--- src/rtl/sr_frame.sv ---
// Serial-to-parallel frame receiver: shifts in strobed bits and loads each complete word atomically into a hold register.
// Optional trailing even-parity bit check enabled by defining SR_FRAME_PARITY_EN.
module sr_frame #(
    parameter int WIDTH     = 16,
    parameter bit MSB_FIRST = 1'b1,
    localparam int CW       = $clog2(WIDTH + 2)
) (
    input  logic             serdata_clock,
    input  logic             serdata_reset_n,
    input  logic             serdata,
    input  logic             serdata_enable,
    input  logic             serdata_clear,
    input  logic             output_enable,
    output logic [WIDTH-1:0] parallel_out,
    output logic [CW-1:0]    bit_count,
    output logic             busy,
    output logic             frame_done,
    output logic             parity_error
);

`ifdef SR_FRAME_PARITY_EN
    localparam int FL = WIDTH + 1;
`else
    localparam int FL = WIDTH;
`endif
    localparam logic [CW-1:0] LAST_BIT = CW'(FL - 1);

    logic [WIDTH-1:0] shift_q;
    logic [WIDTH-1:0] hold_q;

    function automatic logic [WIDTH-1:0] shift_in(input logic [WIDTH-1:0] s, input logic b);
        if (MSB_FIRST)
            return {s[WIDTH-2:0], b};
        else
            return {b, s[WIDTH-1:1]};
    endfunction

    always_ff @(posedge serdata_clock) begin
        if (!serdata_reset_n) begin
            shift_q    <= '0;
            hold_q     <= '0;
            bit_count  <= '0;
            frame_done <= 1'b0;
`ifdef SR_FRAME_PARITY_EN
            parity_error <= 1'b0;
`endif
        end else begin
            frame_done <= 1'b0;
`ifdef SR_FRAME_PARITY_EN
            parity_error <= 1'b0;
`endif
            // Clear outranks a coincident strobe; the hold register is never touched by an abort.
            if (serdata_clear) begin
                shift_q   <= '0;
                bit_count <= '0;
            end else if (serdata_enable) begin
                if (bit_count == LAST_BIT) begin
`ifdef SR_FRAME_PARITY_EN
                    // The trailing bit is parity only; data is already fully shifted in.
                    if (serdata == ^shift_q) begin
                        hold_q     <= shift_q;
                        frame_done <= 1'b1;
                    end else begin
                        parity_error <= 1'b1;
                    end
`else
                    hold_q     <= shift_in(shift_q, serdata);
                    frame_done <= 1'b1;
`endif
                    shift_q   <= '0;
                    bit_count <= '0;
                end else begin
                    shift_q   <= shift_in(shift_q, serdata);
                    bit_count <= bit_count + CW'(1);
                end
            end
        end
    end

`ifndef SR_FRAME_PARITY_EN
    assign parity_error = 1'b0;
`endif

    assign parallel_out = hold_q & {WIDTH{output_enable}};
    assign busy         = (bit_count != '0);

endmodule

--- config.mk ---
export PLATFORM = sky130hd
export DESIGN_NAME = sr_frame
export DESIGN_NICKNAME = d
export VERILOG_FILES = /design/src/rtl/sr_frame.sv
export SDC_FILE = /design/constraint.sdc
export NUM_CORES = 1
export LEC_CHECK = 0
export CAP_MARGIN = 15
export CORE_MARGIN = 5
export CORE_UTILIZATION = 46
export DETAILED_ROUTE_END_ITERATION = 8
export PLACE_DENSITY = 0.84
export SLEW_MARGIN = 40
export SYNTH_ARGS = -nofsm -noshare
export SYNTH_HDL_FRONTEND = slang
export SYNTH_SLANG_ARGS = --single-unit
--- constraint.sdc ---
create_clock -name serdata_clock -period 1.5 [get_ports serdata_clock]
set_input_delay 0.15 -clock serdata_clock [delete_from_list [all_inputs] [get_ports serdata_clock]]
set_output_delay 0.15 -clock serdata_clock [all_outputs]
set_load 0.005 [all_outputs]
-- Word level (Yosys, flattened, before mapping)
Cells that the tools add are included.
W data, S select, Z words.
- add/sub/neg operators: 1
- multipliers: 0
- div/mod/pow operators: 0
- magnitude comparators: 0
- equality and inequality tests: 1
- shift-type cells: 0
- mux-type cells: 3
- bitwise gates (word level): 4
- reduce and logical (&&, ||, !) cells: 4
- operators by type and width (kind ; number):
    $and A16 B16 Y16 ; 1
    $mux W15 ; 1
    $add A5 B1 Y5 const B ; 1
    $eq A5 B4 Y1 const B ; 1
    $mux W5 ; 1
    $reduce_bool A5 Y1 ; 1
    $not A1 Y1 ; 3
    $reduce_and A3 Y1 ; 1
    $reduce_or A3 Y1 ; 1
    $reduce_or A2 Y1 ; 1
    $mux W1 ; 1
- bits in registers: 37
- bits in latches: 0
- bits in writable memories: 0
- ROM bits: 0
- input bits: 6
- word-level logic and storage cells: 17
- memories: 0

-- Depth between registers and ports, before layout
Gate-level depths: netlist (run 1).
- depth in word-level cells: 2
- gate-level depth with buffers: 6

-- Least setup slack after synthesis (run 1)
Ideal clock, no wire load.
- path type: reg2reg
- from: register bit_count[0]
- to: register hold_q[10]
- arrival time: 1.461 ns
- setup slack: -0.033 ns
- cell stages (with the launch flop): 7
- buffers on the path: 2
- period minus slack after synthesis: 1.533 ns
- path through: dfxtp_1 ha_1 nand4b_4 nor3b_2 buf_6 buf_12 mux2i_1
- cells in the longest elaborated chain, start to end: 2
- ends and longest elaborated chain (element ; line ; source):
    start, declared ; 15 ; output logic [CW-1:0] bit_count,
    start signal, assigned ; 74 ; bit_count <= bit_count + CW'(1);
    $eq A5 B4 Y1 ; 57 ; if (bit_count == LAST_BIT) begin
    $reduce_and A3 Y1 (no source line) ; -- ;
    end signal, assigned ; 67 ; hold_q <= shift_in(shift_q, serdata);
    end, declared ; 29 ; logic [WIDTH-1:0] hold_q;
Every way passes these cells.
A chain may end at the register's enable or synchronous reset.

-- Final worst setup path (run 1)
- from: register bit_count[0]
- to: register bit_count[0]
- cells in the longest elaborated chain, start to end: 2
- elaborated cells between the ends (all ways): 3
- classes of those cells: add/sub: 1; eq/ne: 1; mux: 1
- ends and longest elaborated chain (element ; line):
    $add A5 B1 Y5 / $eq A5 B4 Y1 (equally long branches) ; 74, 57
    $mux W5 * ; 57
Every way passes the cells marked *; elsewhere a longest branch is shown, timed or not.

==> out/results.env, run 1 <==
WORST_SLACK_NS=-0.1234
PEAKVDDDROP_V=0.0007122
FIRST_GLOBAL_VIAS=1255
ACHIEVABLE-FREQUENCY_MHz=616.0
REPORT.FINAL.HOLD_VIOL_COUNT=0
SETUP.WORST_PATH.CLASS='reg2reg'
POSTROUTEWIRELENGTH_UM=3311
SYNTH_CELL_TYPES=25
DRT_ITER0_MARKERS=60
CLOCK_TREE_FROM_TRITONCTS='done'
INSERTEDDIODECOUNT=0
CHIPHEIGHT_UM=69.74
PERIOD_NEEDED_NS=1.623
NETLIST_AREA_BEFORE_PLACEMENT_UM2=1642
CTS_ROOT_BUFFER='sky130_fd_sc_hd__clkbuf_4'
CLOCK_LATENCY_NS=0.32
FIN_UTIL_PCT=65.97
CRIT_PATH_START_KIND='flip-flop'
GRT_REMAINING_OVERFLOW=0
CLKSLEWWORSTSETUPHOLDPATHS_NS=0.11
SETUP_VIOL=3
CRIT_REQUIRED_NS=1.72
GRT_ANTENNA_BEFORE_REPAIR=0
NUMBER_OF_FLIP_FLOPS_AND_LATCHES_IN_THE_SYNTHESIZED_NETLIST=37
CTS.HTREE.LEVELS=2
ROUTE.DETAILED.WL_PER_INST_UM=12.17
WORST_HOLD_SLACK_NS=0.4496
NUM_ROWS=21
PLACED_CELLS_INCL_TAPS=258
FINAL_ANTENNA_NET_COUNT=0
BUFFER_PORTS.INSERTED=28
TOTAL_DIE_AREA_UM2=4864
CTSHOLDBUFFERS=0
NUMCTSBUFFERS=5
GRT_USE_MET3_PCT=3.623
P_LEAK_uW=0.0008630
SYNTH.YOSYS.WARNINGS=0
START_UTIL_PCT=48.43
LONGEST_CLK_PATH_BUFS=2
DIE_WIDTH_UM=69.74
PATH_COMMON_CELL='sky130_fd_sc_hd__buf_4'
HPWLAFTERDP_UM=2052
CRIT_PATH_MAX_FANOUT=2
MAX_CAP_VIOLATIONS=0
FINAL_LAYOUT_SIZE_SUFFIX_GT1_SHARE_PCT=19.47
GRT_MOST_USED_LAYER='met2'
VIAS=1337
DRT-VIAS-PER-INSTANCE=4.915
MAXIMUM_NUMBER_OF_PINS_ON_ONE_NET_BEFORE_GLOBAL_ROUTE_REPAIR=38
VIOLATIONS_IN_THE_FINAL_REPORTS='negative setup slack'
HOLD_PATH_CLASS='in2reg'
GRT_USE_MET1_PCT=16.36
CLOCK_SINK_COUNT=37
PWR_DENSITY_nW_PER_UM2=784.7
DRT_PRE_ANTENNA_ITERS=4
RUN_STATUS='finished with violations'
CRITPATHMAXSTAGEDELAY_NS=0.37
COREAREA_UM2=3390
CLOCK_SKEWS_NS=0.008408
SORT_OF_ELEMENT_AT_THE_END_OF_THE_CRITICAL_PATH='flip-flop'
SYNTHESIS.AREA_PER_INSTANCE_UM2=8.778
FINALMAXSLEWVIOLATIONS=0
GRT_FIRST_PASS_WIRELENGTH_UM=5568
FILL_CELLS=282
IO_PINS=30
GRT_SETUP_UNREPAIRED='yes'
GRT_USE_MET2_PCT=24.47
STDCELL_COUNT=272
DETAIL_ROUTE.DRC_VIOLATIONS=0
FINAL_MIN_PERIOD_OVER_CLOCK_PERIOD_PCT=108.2
REGISTER_AREA_SHARE_AFTER_SYNTHESIS_PCT=45.12
CP_CELL_SEQUENCE='inv_2 > buf_4 > buf_4 > buf_4 > buf_4 > buf_4 > buf_4 > buf_4 > buf_4 > nand3_2 > a21oi_2'
MAPPEDNETLISTNETS=195
CP_SLOWEST_CELL='sky130_fd_sc_hd__dfxtp_2'
GROUTE.USAGE.OVERALL_PCT=13.81
GLOBALPLACE.CONGESTION=0.7308
NETS=234
ARRIVAL_TIME_AT_THE_WORST_ENDPOINT_NS=1.85
POSTSYNTHCELLCOUNT=187
FLOW.AREA_GROWTH_FROM_SYNTHESIS_PCT=36.20
## cell usage after synthesis
cell	count	share of area, %
sky130_fd_sc_hd__nand2b_1	18	6.9
sky130_fd_sc_hd__and2_1	17	6.5
sky130_fd_sc_hd__inv_1	2	0.46
sky130_fd_sc_hd__nor2_1	2	0.46
sky130_fd_sc_hd__buf_6	1	0.69
sky130_fd_sc_hd__buf_1	1	0.23
sky130_fd_sc_hd__mux2i_1	17	10
sky130_fd_sc_hd__a41oi_1	1	0.53
sky130_fd_sc_hd__and4_1	1	0.53
sky130_fd_sc_hd__or4b_2	1	0.61
sky130_fd_sc_hd__nor3_1	1	0.30
sky130_fd_sc_hd__buf_4	1	0.46
sky130_fd_sc_hd__a21oi_1	17	5.2
sky130_fd_sc_hd__nor3b_2	1	0.76
sky130_fd_sc_hd__conb_1	1	0.23
sky130_fd_sc_hd__buf_12	1	1.2
sky130_fd_sc_hd__nor3b_1	1	0.46
sky130_fd_sc_hd__dfxtp_1	37	45
sky130_fd_sc_hd__ha_1	2	1.5
sky130_fd_sc_hd__nand3_1	17	5.2
sky130_fd_sc_hd__nand2_1	34	7.8
sky130_fd_sc_hd__clkbuf_1	10	2.3
sky130_fd_sc_hd__xor2_1	1	0.53
sky130_fd_sc_hd__buf_2	1	0.30
sky130_fd_sc_hd__nand4b_4	1	1.4
## worst max-delay path, delay by kind of cell, from the launching register on
kind,cells,cell delay [ns]
flops,1,0.37
simple gates,1,0.07
buf+inv,9,1.02
compound gates,1,0.06
## timing repair
item,4_1_cts,5_1_grt
buffers inserted,7,0
pin swaps,1,1
cloned,0,0
hold endpoints to repair,0,0
resized for setup,14,12
endpoints found under the setup margin,19,26
## report_power, final
part / switching (uW) / leakage (uW) / internal, uW / total (uW)
Combinational: 61.0 / 0.000520 / 66.7 / 128
Clock: 300 / 0.0000410 / 339 / 640
Sequential: 2.56 / 0.000302 / 985 / 987
Total: 364 / 0.000863 / 1390 / 1750
## area by class of cell
class	instances	area [um^2]	area share (%)
clock buffer	5	37.54	1.679
clock inverter	2	35.03	1.567
inverter	2	7.507	0.3358
multi-input combinational	133	852.1	38.11
sequential	37	750.7	33.58
tap	46	57.56	2.574
timing repair buffer	47	495.5	22.16
## layout by cell type, fill, tap and decap left out, types with 5 or more instances in the layout
cell and count:
sky130_fd_sc_hd__nand2b_1 18, sky130_fd_sc_hd__dfxtp_2 8, sky130_fd_sc_hd__clkbuf_4 5, sky130_fd_sc_hd__clkdlybuf4s50_1 22, sky130_fd_sc_hd__mux2i_1 17, sky130_fd_sc_hd__nand2_1 34
sky130_fd_sc_hd__and2_1 17, sky130_fd_sc_hd__a21oi_1 16, sky130_fd_sc_hd__dfxtp_1 29, sky130_fd_sc_hd__buf_12 5, sky130_fd_sc_hd__nand3_1 16, sky130_fd_sc_hd__buf_4 14
## cells by family after synthesis
| logic type | Yosys count | synth area share, % |
|---|---|---|
| xor+xnor | 1 | 0.5336 |
| buf+inv | 17 | 5.640 |
| flops | 37 | 45.12 |
| compound gates | 18 | 5.716 |
| fa+ha+maj | 2 | 1.524 |
| simple gates | 94 | 30.87 |
| other cells | 1 | 0.2284 |
| mux | 17 | 10.37 |
## worst paths after layout
check                     from  slack, ns           end  depth (start not counted)
setup / recovery  bit_count[0]      -0.12  bit_count[0]                         11
hold / removal         serdata       0.45     hold_q[0]                          3
setup reg to reg  bit_count[0]      -0.12  bit_count[0]                         11
hold reg to reg     hold_q[15]       0.46    hold_q[15]                          2
## routing by layer
metal	share of wire, %	up-vias	routed length, um
met2	51	27	1682
met1	44	616	1457
met5	0	-	0
li1	-	692	-
met3	4.6	2	151
met4	0.57	0	19
## stage by stage
stage	power (uW)	setup TNS (ns)	worst slack, ns	cell area [um^2]
after global routing	1840	-1.148	-0.1688	2236
after CTS	1759	-0.1308	-0.07552	2210
after floorplan	1063	0	0.007003	1654
after detailed placement	1117	-1.533	-0.1972	2059
after global placement	1116	-1.063	-0.1870	2059
final	1754	-0.2714	-0.1234	2236
## state kept, by name, summed over array words and instances, names as in the netlist
signal	cells
bit_count	5
shift_q	15
frame_done	1
hold_q	16
(Power assumes the default switching activity.)
==> run 2, diff against run 1 <==
--- a/config.mk
+++ b/config.mk
@@ -5,7 +5,6 @@
 export SDC_FILE = /design/constraint.sdc
 export NUM_CORES = 1
 export LEC_CHECK = 0
-export CAP_MARGIN = 15
 export CORE_MARGIN = 5
 export CORE_UTILIZATION = 46
 export DETAILED_ROUTE_END_ITERATION = 8
==> results of run 2 <==
Same layout as run 1: the final DEF is identical, and so are final timing and power.
